File: src/rtl/muldiv_unit_pkg.sv
`default_nettype none
// ============================================================================
// Module      : muldiv_unit_pkg
// Description : Shared types for the multi-cycle multiply/divide unit:
//               operation encoding, FSM state encoding and the word type.
// Revision    : 1.0 - initial release
// ============================================================================
package muldiv_unit_pkg;

    localparam int unsigned C_XLEN = 64;

    typedef logic [C_XLEN-1:0] word_t;

    typedef enum logic [2:0] {
        MUL  = 3'd0,
        DIV  = 3'd1,
        DIVU = 3'd2,
        REM  = 3'd3,
        REMU = 3'd4
    } mdu_func_t;

    typedef enum logic [1:0] {
        IDLE = 2'd0,
        BUSY = 2'd1,
        DONE = 2'd2
    } mdu_state_t;

endpackage
`default_nettype wire

File: src/rtl/muldiv_unit_div_iter.sv
`default_nettype none
// ============================================================================
// Module      : muldiv_unit_div_iter
// Description : Restoring-division datapath, one quotient bit per cycle.
//               i_start loads the (unsigned) operands and clears the step
//               counter; each i_en cycle performs one shift/compare/subtract.
// Ports       : clk, rst            - clock, synchronous active-high reset
//               i_start             - load operands, clear counter
//               i_en                - perform one iteration
//               i_dividend/divisor  - unsigned operands
//               o_quotient/remainder- running (final after XLEN steps) values
//               o_last              - current step is the final one
//               o_count             - current step index
// Revision    : 1.0 - initial release
// ============================================================================
module muldiv_unit_div_iter #(
    parameter int XLEN = 64
) (
    input  logic                     clk,
    input  logic                     rst,
    input  logic                     i_start,
    input  logic                     i_en,
    input  logic [XLEN-1:0]          i_dividend,
    input  logic [XLEN-1:0]          i_divisor,
    output logic [XLEN-1:0]          o_quotient,
    output logic [XLEN-1:0]          o_remainder,
    output logic                     o_last,
    output logic [$clog2(XLEN)-1:0]  o_count
);

    localparam int CW = $clog2(XLEN);

    logic [XLEN-1:0] r_rem;
    logic [XLEN-1:0] r_quot;     // dividend bits shift out the top, quotient bits in the bottom
    logic [XLEN-1:0] r_divisor;
    logic [CW-1:0]   r_count;

    logic [XLEN:0]   w_shift;    // one extra bit: shifted remainder can reach 2*divisor-1
    logic            w_ge;
    logic [XLEN-1:0] w_diff;

    always_comb begin
        w_shift = {r_rem, r_quot[XLEN-1]};
        w_ge    = (w_shift >= {1'b0, r_divisor});
        // True difference is below 2^XLEN whenever it is used, so modulo arithmetic is exact.
        w_diff  = w_shift[XLEN-1:0] - r_divisor;
    end

    always_ff @(posedge clk) begin
        if (rst) begin
            r_rem     <= '0;
            r_quot    <= '0;
            r_divisor <= '0;
            r_count   <= '0;
        end else if (i_start) begin
            r_rem     <= '0;
            r_quot    <= i_dividend;
            r_divisor <= i_divisor;
            r_count   <= '0;
        end else if (i_en) begin
            r_rem     <= w_ge ? w_diff : w_shift[XLEN-1:0];
            r_quot    <= {r_quot[XLEN-2:0], w_ge};
            r_count   <= r_count + 1'b1;
        end
    end

    assign o_quotient  = r_quot;
    assign o_remainder = r_rem;
    assign o_last      = (r_count == CW'(XLEN-1));
    assign o_count     = r_count;

endmodule
`default_nettype wire

File: src/rtl/muldiv_unit.sv
`default_nettype none
// ============================================================================
// Module      : muldiv_unit
// Description : Multi-cycle multiply/divide unit. Shift-add multiply and
//               restoring divide, one bit per cycle; divide-by-zero and
//               signed overflow complete one cycle after acceptance.
// Ports       : clk, reset         - clock, synchronous active-high reset
//               valid_in, flush    - request present / abort
//               func, is_word      - operation, RV64 *W form
//               src1, src2         - operands
//               busy, done, result - stall, one-cycle completion, result
// Revision    : 1.0 - initial release
// ============================================================================
module muldiv_unit
    import muldiv_unit_pkg::*;
#(
    parameter int XLEN = C_XLEN
) (
    input  logic            clk,
    input  logic            reset,
    input  logic            valid_in,
    input  logic            flush,
    input  logic [2:0]      func,
    input  logic            is_word,
    input  logic [XLEN-1:0] src1,
    input  logic [XLEN-1:0] src2,
    output logic            busy,
    output logic            done,
    output logic [XLEN-1:0] result
);

    localparam int CW = $clog2(XLEN);

    mdu_state_t      r_state, w_state_next;
    mdu_func_t       r_func;
    logic            r_word, r_neg_q, r_neg_r, r_dz, r_ovf;
    logic [XLEN-1:0] r_a, r_b, r_acc, r_result;

    mdu_func_t       w_func;
    logic            w_start, w_is_div, w_signed, w_dz_in, w_ovf_in, w_short;
    logic            w_done, w_in_busy, w_last;
    logic [XLEN-1:0] w_abs1, w_abs2, w_quot, w_rem, w_raw, w_final;
    logic [CW-1:0]   w_count;

    // ---------------- acceptance decode ----------------
    always_comb begin
        w_func    = mdu_func_t'(func);
        w_start   = (r_state == IDLE) && valid_in && !flush;
        w_is_div  = (w_func == DIV) || (w_func == DIVU) || (w_func == REM) || (w_func == REMU);
        w_signed  = (w_func == DIV) || (w_func == REM);
        w_dz_in   = w_is_div && (src2 == '0);
        // Word-form overflow resolves naturally from the sign-extended operands.
        w_ovf_in  = w_signed && !is_word && (src1 == {1'b1, {(XLEN-1){1'b0}}}) && (src2 == '1);
        w_short   = w_dz_in || w_ovf_in;
        w_abs1    = (w_signed && src1[XLEN-1]) ? -src1 : src1;
        w_abs2    = (w_signed && src2[XLEN-1]) ? -src2 : src2;
        w_in_busy = (r_state == BUSY);
        w_done    = (r_state == DONE) && !flush;
    end

    // ---------------- FSM: state register ----------------
    always_ff @(posedge clk) begin
        if (reset) r_state <= IDLE;
        else       r_state <= w_state_next;
    end

    // ---------------- FSM: next state ----------------
    always_comb begin
        w_state_next = r_state;
        case (r_state)
            IDLE:    if (w_start) w_state_next = w_short ? DONE : BUSY;
            BUSY:    if (flush) w_state_next = IDLE;
                     else if (w_last) w_state_next = DONE;
            DONE:    w_state_next = IDLE;
            default: w_state_next = IDLE;
        endcase
    end

    // ---------------- FSM: outputs ----------------
    always_comb begin
        busy   = (r_state == BUSY) || ((r_state == IDLE) && valid_in);
        done   = w_done;
        // The final value is presented in the done cycle and captured for holding.
        result = w_done ? w_final : r_result;
    end

    // ---------------- divide datapath ----------------
    muldiv_unit_div_iter #(
        .XLEN (XLEN)
    ) u_div_iter (
        .clk         (clk),
        .rst         (reset),
        .i_start     (w_start),
        .i_en        (w_in_busy),
        .i_dividend  (w_abs1),
        .i_divisor   (w_abs2),
        .o_quotient  (w_quot),
        .o_remainder (w_rem),
        .o_last      (w_last),
        .o_count     (w_count)
    );

    // ---------------- operand latch, multiply, result hold ----------------
    always_ff @(posedge clk) begin
        if (reset) begin
            r_func   <= MUL;
            r_word   <= 1'b0;
            r_neg_q  <= 1'b0;
            r_neg_r  <= 1'b0;
            r_dz     <= 1'b0;
            r_ovf    <= 1'b0;
            r_a      <= '0;
            r_b      <= '0;
            r_acc    <= '0;
            r_result <= '0;
        end else begin
            if (w_start) begin
                r_func  <= w_func;
                r_word  <= is_word;
                r_neg_q <= w_signed && (src1[XLEN-1] ^ src2[XLEN-1]);
                r_neg_r <= w_signed && src1[XLEN-1];
                r_dz    <= w_dz_in;
                r_ovf   <= w_ovf_in;
                r_a     <= src1;
                r_b     <= src2;
                r_acc   <= '0;
            end else if (w_in_busy && r_b[w_count]) begin
                r_acc   <= r_acc + (r_a << w_count);
            end
            if (w_done) r_result <= w_final;
        end
    end

    // ---------------- result select ----------------
    always_comb begin
        w_raw = '0;
        case (r_func)
            MUL:       w_raw = r_acc;
            DIV, DIVU: w_raw = r_dz  ? '1  :
                               r_ovf ? r_a : (r_neg_q ? -w_quot : w_quot);
            REM, REMU: w_raw = r_dz  ? r_a :
                               r_ovf ? '0  : (r_neg_r ? -w_rem : w_rem);
            default:   w_raw = '0;
        endcase
        w_final = r_word ? {{(XLEN-32){w_raw[31]}}, w_raw[31:0]} : w_raw;
    end

endmodule
`default_nettype wire

File: config.mk
export PLATFORM = sky130hd
export DESIGN_NAME = muldiv_unit
export DESIGN_NICKNAME = d
export VERILOG_FILES = /design/src/rtl/muldiv_unit_pkg.sv /design/src/rtl/muldiv_unit_div_iter.sv /design/src/rtl/muldiv_unit.sv
export SDC_FILE = /design/constraint.sdc
export NUM_CORES = 2
export LEC_CHECK = 0
export BUFFER_PORTS_ARGS = -buffer_cell sky130_fd_sc_hd__clkbuf_2
export CORE_ASPECT_RATIO = 1.1
export CORE_MARGIN = 10
export CORE_UTILIZATION = 50
export DETAILED_ROUTE_END_ITERATION = 16
export GPL_TIMING_DRIVEN = 0
export PLACE_DENSITY_LB_ADDON = 0.15
export REMOVE_ABC_BUFFERS = 1
export SLEW_MARGIN = 30
export SYNTH_ARGS = -nofsm -noshare
export SYNTH_HDL_FRONTEND = slang
export SYNTH_SLANG_ARGS = --single-unit
File: constraint.sdc
create_clock -name clk -period 8.22 [get_ports clk]
set_input_delay 0 -clock clk [delete_from_list [all_inputs] [get_ports clk]]
set_output_delay 0 -clock clk [all_outputs]
set_load 0.005 [all_outputs]
* Word level (Yosys, flattened, before mapping) *
Index checks and enable logic that the tools add are counted.

word-level totals
  register bits = 464
  output and inout bits = 66
  input port bits = 136
  word-level logic and storage cells = 89

cells by class
  reductions and logical operators = 27
  shift-type cells = 1
  magnitude comparators = 2
  muxes and demuxes = 21
  add/sub/neg operators = 7
  equality and inequality tests = 15
  bitwise gates (word level) = 1

operators by type and width
  operator                                               count
  two-way mux 64 bit                                     13
  negation 64 bit                                        4
  case mux 64 bit (3 select lines)                       1
  equality test 64 bit, second input constant            2
  >= comparator 65 x 64 -> 1 bit                         1
  adder 64 bit                                           1
  logical NOT 64 bit                                     1
  left shift 64 x 6 -> 64 bit                            1
  subtractor 64 bit                                      1
  equality test 3 x 2 -> 1 bit, second input constant    4
  logical AND 1 bit                                      11
  two-way mux 2 bit                                      4
  < comparator 6 x 7 -> 1 bit, second input constant     1
  adder 6 x 1 -> 6 bit, second input constant            1
  binary-select mux 1 bit (select 6 bit)                 1
  equality test 3 x 1 -> 1 bit, second input constant    2
  equality test 3 bit, second input constant             2
  equality test 6 bit, second input constant             1
  logical OR 1 bit                                       6
  OR reduction 2 bit                                     3
  case mux 2 bit (2 select lines)                        1
  logical NOT 3 bit                                      1
  inequality test 3 x 2 -> 1 bit, second input constant  1
  equality test 2 x 1 -> 1 bit, second input constant    1
  8 further kinds                                        9

* Longest topological paths before layout *
  depth in word-level cells = 9
  gate-level depth with buffers = 26
  mapped depth without buffers = 21

* Modules after synthesis *
From an unflattened synthesis, not the netlist that was laid out.

unflattened totals
  cell total of the unflattened synthesis = 5199
  area, all modules = 37925.1 µm²

by module, submodules not included
  module                seq. area each (µm²)  cells each  area an instance (µm²)  instances
  muldiv_unit           5325.1                3629        25828.5                 1
  muldiv_unit_div_iter  3963.8                1570        12096.6                 1

* Least setup slack after synthesis *
Ideal clock, no wire load.

  kind = register -> register
  start = register u_div_iter.r_count[0] (netlist: u_div_iter.o_count[0])
  end = register r_acc[61]
  setup slack = 2672 ps
  period minus slack after synthesis = 5548 ps
  setup time = 127 ps
  stages on the path, launching flop included = 23
  data arrival time = 5421 ps
  required time = 8093 ps
  cell sequence = dfxtp_1 > buf_2 > buf_2 > clkbuf_1 > buf_1 > mux4_2 > mux2i_1 > nand2_1 > o21ai_0 > o22a_1 > nor2_1 > ha_1 > clkbuf_1 > a21o_1 > a2111oi_0 > o211ai_1 > nand3_1 > o211ai_1 > a31o_2 > a21boi_0 > nor4_1 > mux2i_1 > or3_1

on the way
  longest elaborated chain between the ends = 3
  elaborated cells on any way between the ends = 5

ends and longest elaborated chain
  what                                                                  line                        source
  start: declaration                                                    muldiv_unit_div_iter.sv:36  logic [CW-1:0] r_count;
  start signal: assignment                                              muldiv_unit_div_iter.sv:63  r_count <= r_count + 1'b1;
  parallel branches: the longest is 3 deep, another holds adder 64 bit  n/a
  end signal: assignment                                                muldiv_unit.sv:128          r_acc <= r_acc + (r_a << w_count);
  end: declaration                                                      muldiv_unit.sv:37           logic [XLEN-1:0] r_a, r_b, r_acc, r_result;

Parallel ways; which one is timed is not known. The select of a mux whose other input is x is not followed.
A chain may end at the register's enable or synchronous reset.

* Worst setup path after layout *
  start = register u_div_iter.r_count[1] (netlist: u_div_iter.o_count[1])
  end = register r_acc[63]

Same word-level chain as after synthesis.

==> run metrics <==
first-pass GRT wire length about 220000 microns; final setup fails 0; commonest non-fill, non-tap cells in the layout nand2_1, nor2_1, a21oi_1, dfxtp_1, o21ai_0; CP Launch Type flip-flop; area growth from synthesis to layout 14.4%; Lkg Pwr 16.5 nW; # Post-CTS Setup Buffers 0; num ports about 200; M2 GR Usage 51.8%; DR vias/cell 6.36; maximum VDD drop 0.179 mV; CTS sink cnt 463; DR vias 39.5k; Switch Pwr roughly 2.4 mW; CP Max Fanout 51; #FFs+latches synth 463; Clock Tree Buf Depth 3; Num CTS Buffers 55; register area share after synthesis 24.6%; Combinational Power Share 27.7%; nets 5482; final period demand of the worst path between 6 and 7 ns; final RePlAce weighted congestion 0.998; syn avg cell area 7.31 sq um; drt total wl 145000 microns; post_cts resized 0; Placed Area 39800 sq um; antenna violations before repair 18; core area 74600 sq um; max-cap viol count 0; Die Ht 308 microns; fin crit share 77.9%; type of destination of the critical path flip-flop; largest net degree at the start of global routing 80; Worst slew margin 33.2%; busiest grt layer met2; Worst Path Arrival 6.93 ns; status completed; Clk pin slew, worst setup/hold paths 0.06 ns; synthesized cell area approximately 38000 sq um; PortBufs 201; CP required approximately 8.7 ns; pwr/cell area 161 nW/um^2; Starting Density 50.5%; die width between 200 and 300 microns; register share of total power 35.9%; clock root buffer clkbuf_16; Clock H-tree levels 2; synth warn 0; commonest non-fill, non-tap cell in the layout nand2_1; Int Pwr 4.54 mW; fin area 43100 sq um; grt met3 use 5.63%; worst-margin pin slew between 1 and 1.5 ns; drt pass-1 iters 6; Sw Ratio 34.6%; ys flop type dfxtp_1; Critical Setup Path Class flip-flop to flip-flop; global route overflow 0; grt met1 use 40.2%; share of cells above drive strength 1 9.37%; Clock Latency Late Sink around 0.64 ns; Fmax achieved 156 MHz; final hold viol count 0; fin. max-slew vios 0; vias in the first global route 37.1k; Final ANT Viol Nets 0; DR WL/cell 23.3 microns; Yosys cell types 83; full die area 86700 sq um; dpl hpwl 110000 microns; Mapped Cells 5153; Post-synth EDFFs 0; RSZ-0062 raised after global routing false; TritonCTS clock tree yes; DR iter-0 viols 3650; Worst R2R Setup Slack approximately 1.8 ns; Placed Cells 5972; # hold bufs at CTS 145; Async S/R FF share, synth 0%; GRT Total Usage around a third; Clock power frac 36.4%; Filler cells about 7.1k; DR DRC count 0; row count 105; worst min-delay path class primary input to flip-flop; post-route insts no fill 6222; clk_skew 0.0217 ns
-- cells in the mapped netlist, drive strengths merged (72+ instances only) --
library cell / instances / area share [%]
nand2: 824 / 8.2
nand3: 72 / 0.96
dfxtp: 463 / 25
xnor2: 200 / 4.6
inv: 120 / 1.2
a21o: 100 / 2.0
o21ai: 278 / 3.7
o31ai: 74 / 1.5
ha: 133 / 4.4
nor2: 540 / 5.4
nand4: 72 / 1.2
a21oi: 451 / 6.0
xor2: 150 / 3.5
a211oi: 112 / 2.2
clkbuf: 351 / 3.5
nor3: 104 / 1.4
mux2i: 155 / 4.1
-- final timing paths --
kind / start / end / depth (start not counted)
setup / recovery: u_div_iter.o_count[1] / r_acc[63] / 18
hold / removal: func[1] / r_func[1] / 4
setup reg to reg: u_div_iter.o_count[1] / r_acc[63] / 18
hold reg to reg: u_div_iter.r_divisor[52] / u_div_iter.r_divisor[52] / 2
-- power groups by stage --
stage               Combinational, mW  Clock, mW  Sequential (mW)
floorplan                        1.25          0             2.49
global placement                 1.80          0             2.55
detailed placement               1.82          0             2.54
CTS                              1.88       2.55             2.49
global route                     2.09       2.63             2.51
finish                           1.92       2.53             2.49
-- cell type report --
type,instances,area (sq um),share of cell area (%)
clock inverter,17,195,0.453
antenna,9,22.5,0.0522
clock buffer,79,1620,3.75
tap,963,1200,2.79
timing repair buffer,401,3730,8.65
multi-input combinational,4168,26600,61.6
sequential,463,9300,21.6
inverter,122,470,1.09
-- registers in the layout, indices dropped and copies added, names as in the netlist, 2 cells and up --
| register | count |
|---|---|
| u_div_iter.o_quotient | 64 |
| r_func | 3 |
| u_div_iter.o_count | 6 |
| r_b | 63 |
| u_div_iter.r_divisor | 64 |
| r_result | 64 |
| r_state | 2 |
| r_acc | 64 |
| r_a | 64 |
| u_div_iter.o_remainder | 64 |
-- per-stage QoR --
step            TNS, ns  hold WS [ns]  worst slack, ns  utilization, %  total power [mW]
3_3_place_gp   -1501.07         0.228           -12.91            51.4              4.35
3_5_place_dp          0         0.240             2.09            53.4              4.36
2_1_floorplan   -328.80        0.0691            -4.79               -              3.75
5_1_grt               0         0.150             1.59            57.8              7.23
6_report              0         0.148             1.81            57.8              6.94
4_1_cts               0         0.117             2.05            57.7              6.92
-- layer usage --
layer / part of all wire, % / up-vias / routed length, microns
li1: - / 18800 / -
met4: 6.5 / 20 / 9470
met5: 0.084 / - / 121
met3: 8.8 / 413 / 12700
met2: 45 / 1791 / 65100
met1: 40 / 18500 / 57600
-- kinds of logic after synthesis --
| logic type | synth area share (%) |
|---|---|
| AO/OA/AOI/OAI | 26.4 |
| XOR/XNOR | 8.14 |
| adder cells (fa/ha/maj) | 4.52 |
| buffers and inverters | 5.25 |
| flip-flops | 24.6 |
| multiplexers | 8.12 |
| AND/OR/NAND/NOR | 22.9 |
-- critical path: stages (launching register included) --
cell and delay [ns]:
dfxtp_4 0.74, buf_12 0.33, nand2b_1 0.73, inv_1 0.09, a2bb2oi_1 0.48, nand2_1 0.09, o21ai_0 0.36, nor2_1 0.19
ha_1 0.41, nand4_1 0.19, nor3_1 0.08, a221oi_1 0.78, a211oi_1 0.19, nor2_1 0.39, a21oi_1 0.25, a221oi_1 0.38
xor2_1 0.23, a21oi_1 0.10, a31o_2 0.21
No activity file was read; power rests on OpenSTA's default activity.
